File: src/rtl/muldiv_seq.sv
// Sequencer for the multicycle multiplier/divider and the Hi/Lo registers.
// Accepts one op at a time from the main control and reports done or an exception.
module muldiv_seq #(
  parameter int MULT_CYCLES = 32,
  parameter int DIV_TIMEOUT = 40
) (
  input  logic       clk,
  input  logic       reset,
  input  logic       start,
  input  logic [1:0] op,
  input  logic       div_end,
  input  logic       div_zero,
  output logic       mult_ctrl,
  output logic       div_ctrl,
  output logic       DIVASelect,
  output logic       DIVBSelect,
  output logic       MDSelect,
  output logic       HiCtrl,
  output logic       LoCtrl,
  output logic       busy,
  output logic       done,
  output logic       excpt_req,
  output logic [1:0] excpt_code
);

  localparam logic [2:0] S_IDLE     = 3'd0;
  localparam logic [2:0] S_MULT_RUN = 3'd1;
  localparam logic [2:0] S_DIV_RUN  = 3'd2;
  localparam logic [2:0] S_WRITE_HL = 3'd3;
  localparam logic [2:0] S_DONE     = 3'd4;
  localparam logic [2:0] S_EXCPT    = 3'd5;

  localparam logic [1:0] OP_MULT = 2'b00;
  localparam logic [1:0] OP_DIV  = 2'b01;
  localparam logic [1:0] OP_DIVM = 2'b10;

  localparam logic [1:0] EXC_ZERO    = 2'b10;
  localparam logic [1:0] EXC_TIMEOUT = 2'b11;

  localparam logic [5:0] MULT_LAST = 6'(MULT_CYCLES - 1);
  localparam logic [5:0] DIV_LAST  = 6'(DIV_TIMEOUT - 1);

  logic [2:0] state_q, state_d;
  logic [5:0] cnt_q, cnt_d;
  logic [1:0] op_q, op_d;
  logic [1:0] exc_q, exc_d;

  always_comb begin
    state_d = state_q;
    cnt_d   = cnt_q;
    op_d    = op_q;
    exc_d   = exc_q;
    case (state_q)
      S_IDLE: begin
        if (start && (op == OP_MULT)) begin
          op_d    = op;
          cnt_d   = MULT_LAST;
          state_d = S_MULT_RUN;
        end else if (start && ((op == OP_DIV) || (op == OP_DIVM))) begin
          op_d    = op;
          cnt_d   = 6'd0;
          state_d = S_DIV_RUN;
        end
      end
      S_MULT_RUN: begin
        if (cnt_q == 6'd0) begin
          state_d = S_WRITE_HL;
        end else begin
          cnt_d = cnt_q - 6'd1;
        end
      end
      S_DIV_RUN: begin
        // div_zero outranks div_end so a faulting divide never writes Hi/Lo
        if (div_zero) begin
          exc_d   = EXC_ZERO;
          state_d = S_EXCPT;
        end else if (div_end) begin
          state_d = S_WRITE_HL;
        end else if (cnt_q == DIV_LAST) begin
          exc_d   = EXC_TIMEOUT;
          state_d = S_EXCPT;
        end else begin
          cnt_d = cnt_q + 6'd1;
        end
      end
      S_WRITE_HL: state_d = S_DONE;
      S_DONE:     state_d = S_IDLE;
      S_EXCPT:    state_d = S_IDLE;
      default:    state_d = S_IDLE;
    endcase
  end

  always_ff @(posedge clk or negedge reset) begin
    if (!reset) begin
      state_q <= S_IDLE;
      cnt_q   <= 6'd0;
      op_q    <= 2'b00;
      exc_q   <= 2'b00;
    end else begin
      state_q <= state_d;
      cnt_q   <= cnt_d;
      op_q    <= op_d;
      exc_q   <= exc_d;
    end
  end

  // Moore outputs; reset forces IDLE, so everything reads 0 while reset is low
  assign mult_ctrl  = (state_q == S_MULT_RUN) && (cnt_q == MULT_LAST);
  assign div_ctrl   = (state_q == S_DIV_RUN) && (cnt_q == 6'd0);
  assign DIVASelect = ((state_q == S_DIV_RUN) || (state_q == S_WRITE_HL)) && (op_q == OP_DIVM);
  assign DIVBSelect = DIVASelect;
  assign HiCtrl     = (state_q == S_WRITE_HL);
  assign LoCtrl     = (state_q == S_WRITE_HL);
  assign MDSelect   = (state_q == S_WRITE_HL) && (op_q == OP_MULT);
  assign busy       = (state_q != S_IDLE);
  assign done       = (state_q == S_DONE);
  assign excpt_req  = (state_q == S_EXCPT);
  assign excpt_code = excpt_req ? exc_q : 2'b00;

endmodule
File: config.mk
export PLATFORM = sky130hd
export DESIGN_NAME = muldiv_seq
export DESIGN_NICKNAME = d
export VERILOG_FILES = /design/src/rtl/muldiv_seq.sv
export SDC_FILE = /design/constraint.sdc
export NUM_CORES = 1
export LEC_CHECK = 0
export ABC_AREA = 1
export CAP_MARGIN = 10
export CORE_UTILIZATION = 28
export CTS_CLUSTER_DIAMETER = 200
export DETAILED_ROUTE_END_ITERATION = 8
export MAX_ROUTING_LAYER = met4
export SETUP_SLACK_MARGIN = 0.02
export SYNTH_ARGS = -nofsm -noshare
export SYNTH_HDL_FRONTEND = slang
export SYNTH_SLANG_ARGS = --single-unit
File: constraint.sdc
create_clock -name clk -period 2.2 [get_ports clk]
set_clock_uncertainty 0.05 [all_clocks]
set_input_delay 0.44 -clock clk [delete_from_list [all_inputs] [get_ports clk]]
set_output_delay 0.44 -clock clk [all_outputs]
set_load 0.005 [all_outputs]
==> reports/metrics.cfg <==
[worst_setup_path]
critPathKind=reg -> out
arrival_ns=1.66
slowest_stage=clkdlybuf4s50_1
critPathRequiredTime_ns=1.71
crit_path_start_kind=flip-flop
path_cells=inv_4 > nand3_2 > nor3_2 > clkdlybuf4s50_1
worstPathMaxFanout=9
slowest_delay_ns=0.51
end_kind=output port

[routing]
first_iter_violations=34
routed_wl_mm=2.50
drtAntennaViolNets=0
vias=1072
drt_first_pass_iters=4
post_drt_wl_per_cell_um=10.7
vias_per_cell=4.56
drt_drc_violations_left=0

[sta]
grt_setup_unrepaired=true
drv_slew=0
fmax_mhz=466
worstMarginPinSlew_ns=0.647
final-hold-violation-count=0
final.setup.tns_ns=0
finalCritPeriodShare=0.976
finalSetupViolCount=0
relSlewSlack=0.568
period_minus_slack_ns=2.15

[placement]
place_congestion=0.810
dp_hpwl_mm=1.90
io_buffers=18
dpl_cell_area_um2=1340
dp.cells=228

[synthesis]
synthDominantCellAreaShare=0.297
synth_flop_cell=dfrtp_1
syn-num-nets=174
syn_avg_cell_area_um2=6.81
synth.most_common_cell=nand2_1
async_flop_share=1.00
synth_top_family_by_area=simple AND/OR/NAND/NOR gates
synthTopCellsByArea=dfrtp_1 (30%), nand2_1 (20%), ha_1 (5.7%), inv_1 (5.5%), nor2_1 (5.5%)
ys_warn_count=0
synth_compound_area_frac=0.0674
synth_seq_cells=13
synth-simple-area-share=0.468
synth-adder-area-share=0.0753
synth_edf_count=0
ys_types=26
synth.area.mux_share=0
synth_top_area_cell=dfrtp_1
syn_area_um2=1100
synth-xor-area-share=0
yosysSeqAreaShare=0.297
synth_cells=161
synth_commonest_cells=nand2_1 (58), inv_1 (16), nor2_1 (16)

[min_path]
min_path_type=reg -> reg

[clock_tree]
postCtsHoldBufs=0
clock_latency_ns=0.25
root_buffer=clkbuf_8
cts_tree=done
h-tree-depth=1
clk_pin_slew_worst_paths_ns=0.06
clock-sinks=13
clockBufferDepth=2
numCtsBuffers=3

[floorplan]
core-area_um2=3720
die_height_um=64.6
num_rows=22
fp.dieW_um=64.6
initial_core_util=0.295
dieArea_um2=4170
num_io_pins=19

[layout]
drive_above_1_share=0.198
multi_input_area_um2=701
final_cells=235
nets=201
post-route-util=0.390
antenna_cells=0
seq_area_um2=329
fin_area_um2=1450
num-fill-cells=398
area_delta_synth_final_pct=32.3

[global_route]
track_usage=0.137
grt_util_met1=0.182
grt_use_met2=0.214
gr-max-usage-layer=met2
grt_pass1_vias=1004
antenna_found_initial=0
grt_max_degree=14
gr-total-overflow=0
use_met3=0.0264
grt_first_pass_wirelength_mm=4.34

[power_and_ir_drop]
pwr-share-clk=0.106
irDropWorstVdd_mv=0.469
switchingPower_w=0.00107
sequentialPowerShare=0.224
swShare=0.508
p_int_w=0.00104
p_comb_frac=0.670
power_w=0.00210
p_leak_nw=0.701
powerDensity_nw_per_um2=1450

[run]
maxCapViolCount=0

[status]
outcome=finished, final reports clean

registers in the layout, indices dropped and copies added (netlist names):
register,count
cnt_q,6
exc_q,2
op_q,2
state_q,3
repair_timing:
item	4_1_cts	5_1_grt
resized for setup	3	7
setup endpoints to repair	6	8
buffers inserted	3	0
final timing paths:
path | start | endpoint | slack (ns) | cells after the start
max | state_q[2] | mult_ctrl | 0.05 | 4
min | exc_q[1] | exc_q[1] | 0.40 | 2
max reg2reg | state_q[0] | cnt_q[3] | 0.34 | 12
min reg2reg | exc_q[1] | exc_q[1] | 0.40 | 2
max in group asynchronous | reset | state_q[0] | 1.10 | 1
min in group asynchronous | reset | cnt_q[4] | 0.54 | 1
power by group through the flow:
stage	sequential [W]	combinational, W	clock, W
3_5_place_dp	0.000462	0.00133	0
2_1_floorplan	0.000434	0.00102	0
6_report	0.000472	0.00141	0.000222
3_3_place_gp	0.000460	0.00133	0
4_1_cts	0.000462	0.00138	0.000223
5_1_grt	0.000491	0.00161	0.000235
layer usage:
metal / vias up / routed length (µm)
met3: 2 / 87
met2: 21 / 1140
met4: 0 / 15
li1: 561 / -
met5: - / 0
met1: 488 / 1260
final cells by class:
cell class,count,area share
clock buffer,3,0.0285
clock inverter,1,0.00345
sequential,13,0.227
timing repair buffer,24,0.155
tap,48,0.0414
multi-input combinational,125,0.483
inverter,21,0.0613
per-stage QoR:
stage / hold slack (ns) / worst slack, ns
floorplan: 0.0944 / 0.402
global placement: 0.388 / 0.0810
detailed placement: 0.391 / 0.0515
CTS: 0.404 / 0.0187
global route: 0.478 / -0.0240
finish: 0.399 / 0.0521
critical path: cells and delay by family (launching register included):
kind / cells / cell delay [ns]
buf+inv: 2 / 0.64
flops: 1 / 0.41
simple gates: 2 / 0.34
cells by family (layout without fill, tap and decap cells):
kind of cell,after synthesis,count (layout)
buffers and inverters,23,49
adder cells (fa/ha/maj),6,6
AND/OR/NAND/NOR,106,106
flip-flops,13,13
AO/OA/AOI/OAI,13,13
cell usage in the layout, fill, tap and decap left out:
cell type and instances:
inv_1 16, clkbuf_8 3, nand2_2 2, clkinv_2 1
nand3_1 10, o21ai_1 1, dfrtp_2 3, clkinv_4 1
inv_2 2, nand3_2 2, nand3b_1 2, dfrtp_1 10
o21ai_2 1, nor3_2 2, o211ai_1 2, fa_1 1
ha_1 5, clkdlybuf4s50_1 18, buf_4 6, a21oi_1 5
o21ai_0 4, nor2_4 2, inv_4 2, nand2_4 4
nand3_4 2, nor4_2 1, nor2_2 3, nand4_1 3
nand2_1 58, nor2_1 15
(Power assumes the default switching activity.)
==> RTL edit, RTL diff (same settings) <==
Add an input register stage for `start`, `op`, `div_end` and `div_zero`, without a reset; this delays them by one clock.
--- a/src/rtl/muldiv_seq.sv
+++ b/src/rtl/muldiv_seq.sv
@@ -41,4 +41,16 @@
   localparam logic [5:0] DIV_LAST  = 6'(DIV_TIMEOUT - 1);
 
+  logic start_q;
+  logic [1:0] op_r;
+  logic div_end_q;
+  logic div_zero_q;
+
+  always_ff @(posedge clk) begin
+    start_q    <= start;
+    op_r       <= op;
+    div_end_q  <= div_end;
+    div_zero_q <= div_zero;
+  end
+
   logic [2:0] state_q, state_d;
   logic [5:0] cnt_q, cnt_d;
@@ -53,10 +65,10 @@
     case (state_q)
       S_IDLE: begin
-        if (start && (op == OP_MULT)) begin
-          op_d    = op;
+        if (start_q && (op_r == OP_MULT)) begin
+          op_d    = op_r;
           cnt_d   = MULT_LAST;
           state_d = S_MULT_RUN;
-        end else if (start && ((op == OP_DIV) || (op == OP_DIVM))) begin
-          op_d    = op;
+        end else if (start_q && ((op_r == OP_DIV) || (op_r == OP_DIVM))) begin
+          op_d    = op_r;
           cnt_d   = 6'd0;
           state_d = S_DIV_RUN;
@@ -72,8 +84,8 @@
       S_DIV_RUN: begin
         // div_zero outranks div_end so a faulting divide never writes Hi/Lo
-        if (div_zero) begin
+        if (div_zero_q) begin
           exc_d   = EXC_ZERO;
           state_d = S_EXCPT;
-        end else if (div_end) begin
+        end else if (div_end_q) begin
           state_d = S_WRITE_HL;
         end else if (cnt_q == DIV_LAST) begin
Function: changed (a bounded check fails within 4 cycles, from zero or initial values and one cycle with reset low).
==> RTL edit against the unedited design <==
- synthesized area increased by 3.3%
- register-to-register slack improved by 30 ps
- routed wire length decreased by 2.3%
- clock power increased by 24%
- sequential cell count increased by 5
- fmax increased by 1.4%
- non-clock buffer count decreased by 2
- via count decreased by 2.5%
- synthesized cell count increased by 3.1%
- count of clock-buffer cells in the layout increased by 1
- cell area increased by 2.8%
- power decreased by 0.89%
- setup slack improved by 30 ps
- critical path type unchanged
==> RTL edit: results (changes against the unedited design) <==
<table>
<tr><th>Metric</th><th>Value</th></tr>
<tr><th colspan="2">Power</th></tr>
<tr><td>Worst voltage drop across the vdd grid</td><td>363 µV (was 469 µV)</td></tr>
<tr><td>Standby leakage power</td><td>0.739 nW (was 0.701 nW)</td></tr>
<tr><td>Switching power as a share of total power</td><td>0.471 (was 0.508)</td></tr>
<tr><td>Power share of the clock group</td><td>0.132 (was 0.106)</td></tr>
<tr><th colspan="2">Drt</th></tr>
<tr><td>Sum of routed wire segments on met1</td><td>1.30 mm (was 1.26 mm)</td></tr>
<tr><td>Initial DRC count</td><td>49 (was 34)</td></tr>
<tr><th colspan="2">Worst setup path</th></tr>
<tr><td>Reg-to-reg setup timing slack</td><td>370 ps (was 340 ps)</td></tr>
<tr><td>Reg-to-Reg End</td><td>cnt_q[2] (was cnt_q[3])</td></tr>
<tr><td>Worst reg2reg path depth</td><td>8 (was 12)</td></tr>
<tr><th colspan="2">STA</th></tr>
<tr><td>Max_slew headroom</td><td>0.587 (was 0.568)</td></tr>
<tr><th colspan="2">Logic synthesis</th></tr>
<tr><td>Mapped Area</td><td>1130 µm² (was 1100 µm²)</td></tr>
<tr><td>Fraction of registers with async set/reset</td><td>0.722 (was 1.00)</td></tr>
<tr><td>Syn Nets</td><td>179 (was 174)</td></tr>
<tr><td>Largest cells by area after synthesis</td><td>dfrtp_1, nand2_1, dfxtp_1 (was dfrtp_1, nand2_1, ha_1)</td></tr>
<tr><td>Post-synth cell types</td><td>25 (was 26)</td></tr>
<tr><th colspan="2">Global routing</th></tr>
<tr><td>Met1 Use GR</td><td>0.186 (was 0.182)</td></tr>
<tr><td>Met2 demand-to-capacity share in global routing</td><td>0.206 (was 0.214)</td></tr>
<tr><th colspan="2">Finish</th></tr>
<tr><td>Signal buf overhead</td><td>0.143 (was 0.155)</td></tr>
<tr><td>Post-route insts no fill</td><td>238 (was 235)</td></tr>
<tr><td>Count of fill cells added during filler insertion</td><td>409 (was 398)</td></tr>
<tr><td>Synthesis-to-finish area growth</td><td>31.7% (was 32.3%)</td></tr>
<tr><td>Number of nets in the layout</td><td>204 (was 201)</td></tr>
<tr><td>Count of inverters other than clock inverters in the layout</td><td>23 (was 21)</td></tr>
<tr><th colspan="2">Status</th></tr>
<tr><td>Status</td><td>finished, final reports clean (unchanged)</td></tr>
<tr><th colspan="2">Clocking</th></tr>
<tr><td>Number of clock sinks</td><td>18 (was 13)</td></tr>
<tr><th colspan="2">Placed design</th></tr>
<tr><td>Last weighted congestion value of the routability-driven placer</td><td>0.835 (was 0.810)</td></tr>
</table>
## RTL edit: cell count changes after synthesis, moves of 2 or more
cell | unedited run | this run
dfxtp_1 | 0 | 5
inv_2 | 3 | 6
nand2_1 | 58 | 62
nand2_2 | 2 | 0
nand2_4 | 4 | 1
nand3_1 | 11 | 9
o211ai_1 | 2 | 0
o21ai_1 | 1 | 4
## RTL edit: cell families (layout without fill, tap and decap cells)
group | Yosys count | count (layout) | share of synthesized area
AOI/OAI and AO/OA | 15 | 15 | 0.0685
DFF | 18 | 18 | 0.376
adders and majority gates | 6 | 6 | 0.0729
buffers and inverters | 25 | 49 | 0.0917
and+or+nand+nor | 102 | 102 | 0.391
## RTL edit: worst max-delay path, delay by kind of cell (launching register included)
kind,cells,cell delay [ps]
buf+inv,2,630
flops,1,420
simple gates,2,320
## RTL edit: per-stage QoR
step / TNS, ps / setup WS [ps] / utilization / hold slack (ps) / total power [mW]
6_report: 0 / 81.8 / 0.395 / 409 / 2.09
5_1_grt: 0 / 13.6 / 0.395 / 441 / 2.34
4_1_cts: -36.2 / -22.3 / 0.379 / 412 / 2.02
3_5_place_dp: 0 / 272 / 0.364 / 401 / 1.73
3_3_place_gp: 0 / 289 / 0.364 / 400 / 1.73
2_1_floorplan: 0 / 433 / - / 94.4 / 1.42
## RTL edit: worst max-delay path by stage
stage / endpoint / slack (ps) / depth (start not counted)
2_1_floorplan: cnt_q[2] / 430 / 8
3_3_place_gp: mult_ctrl / 290 / 4
3_5_place_dp: mult_ctrl / 270 / 4
4_1_cts: mult_ctrl / -20 / 4
5_1_grt: mult_ctrl / 10 / 4
6_report: mult_ctrl / 80 / 4
## RTL edit: timing repair
action | 4_1_cts | 5_1_grt
setup endpoints to repair | 4 | 9
pin swaps | 0 | 2
resized for setup | 0 | 16
buffers inserted | 0 | 2
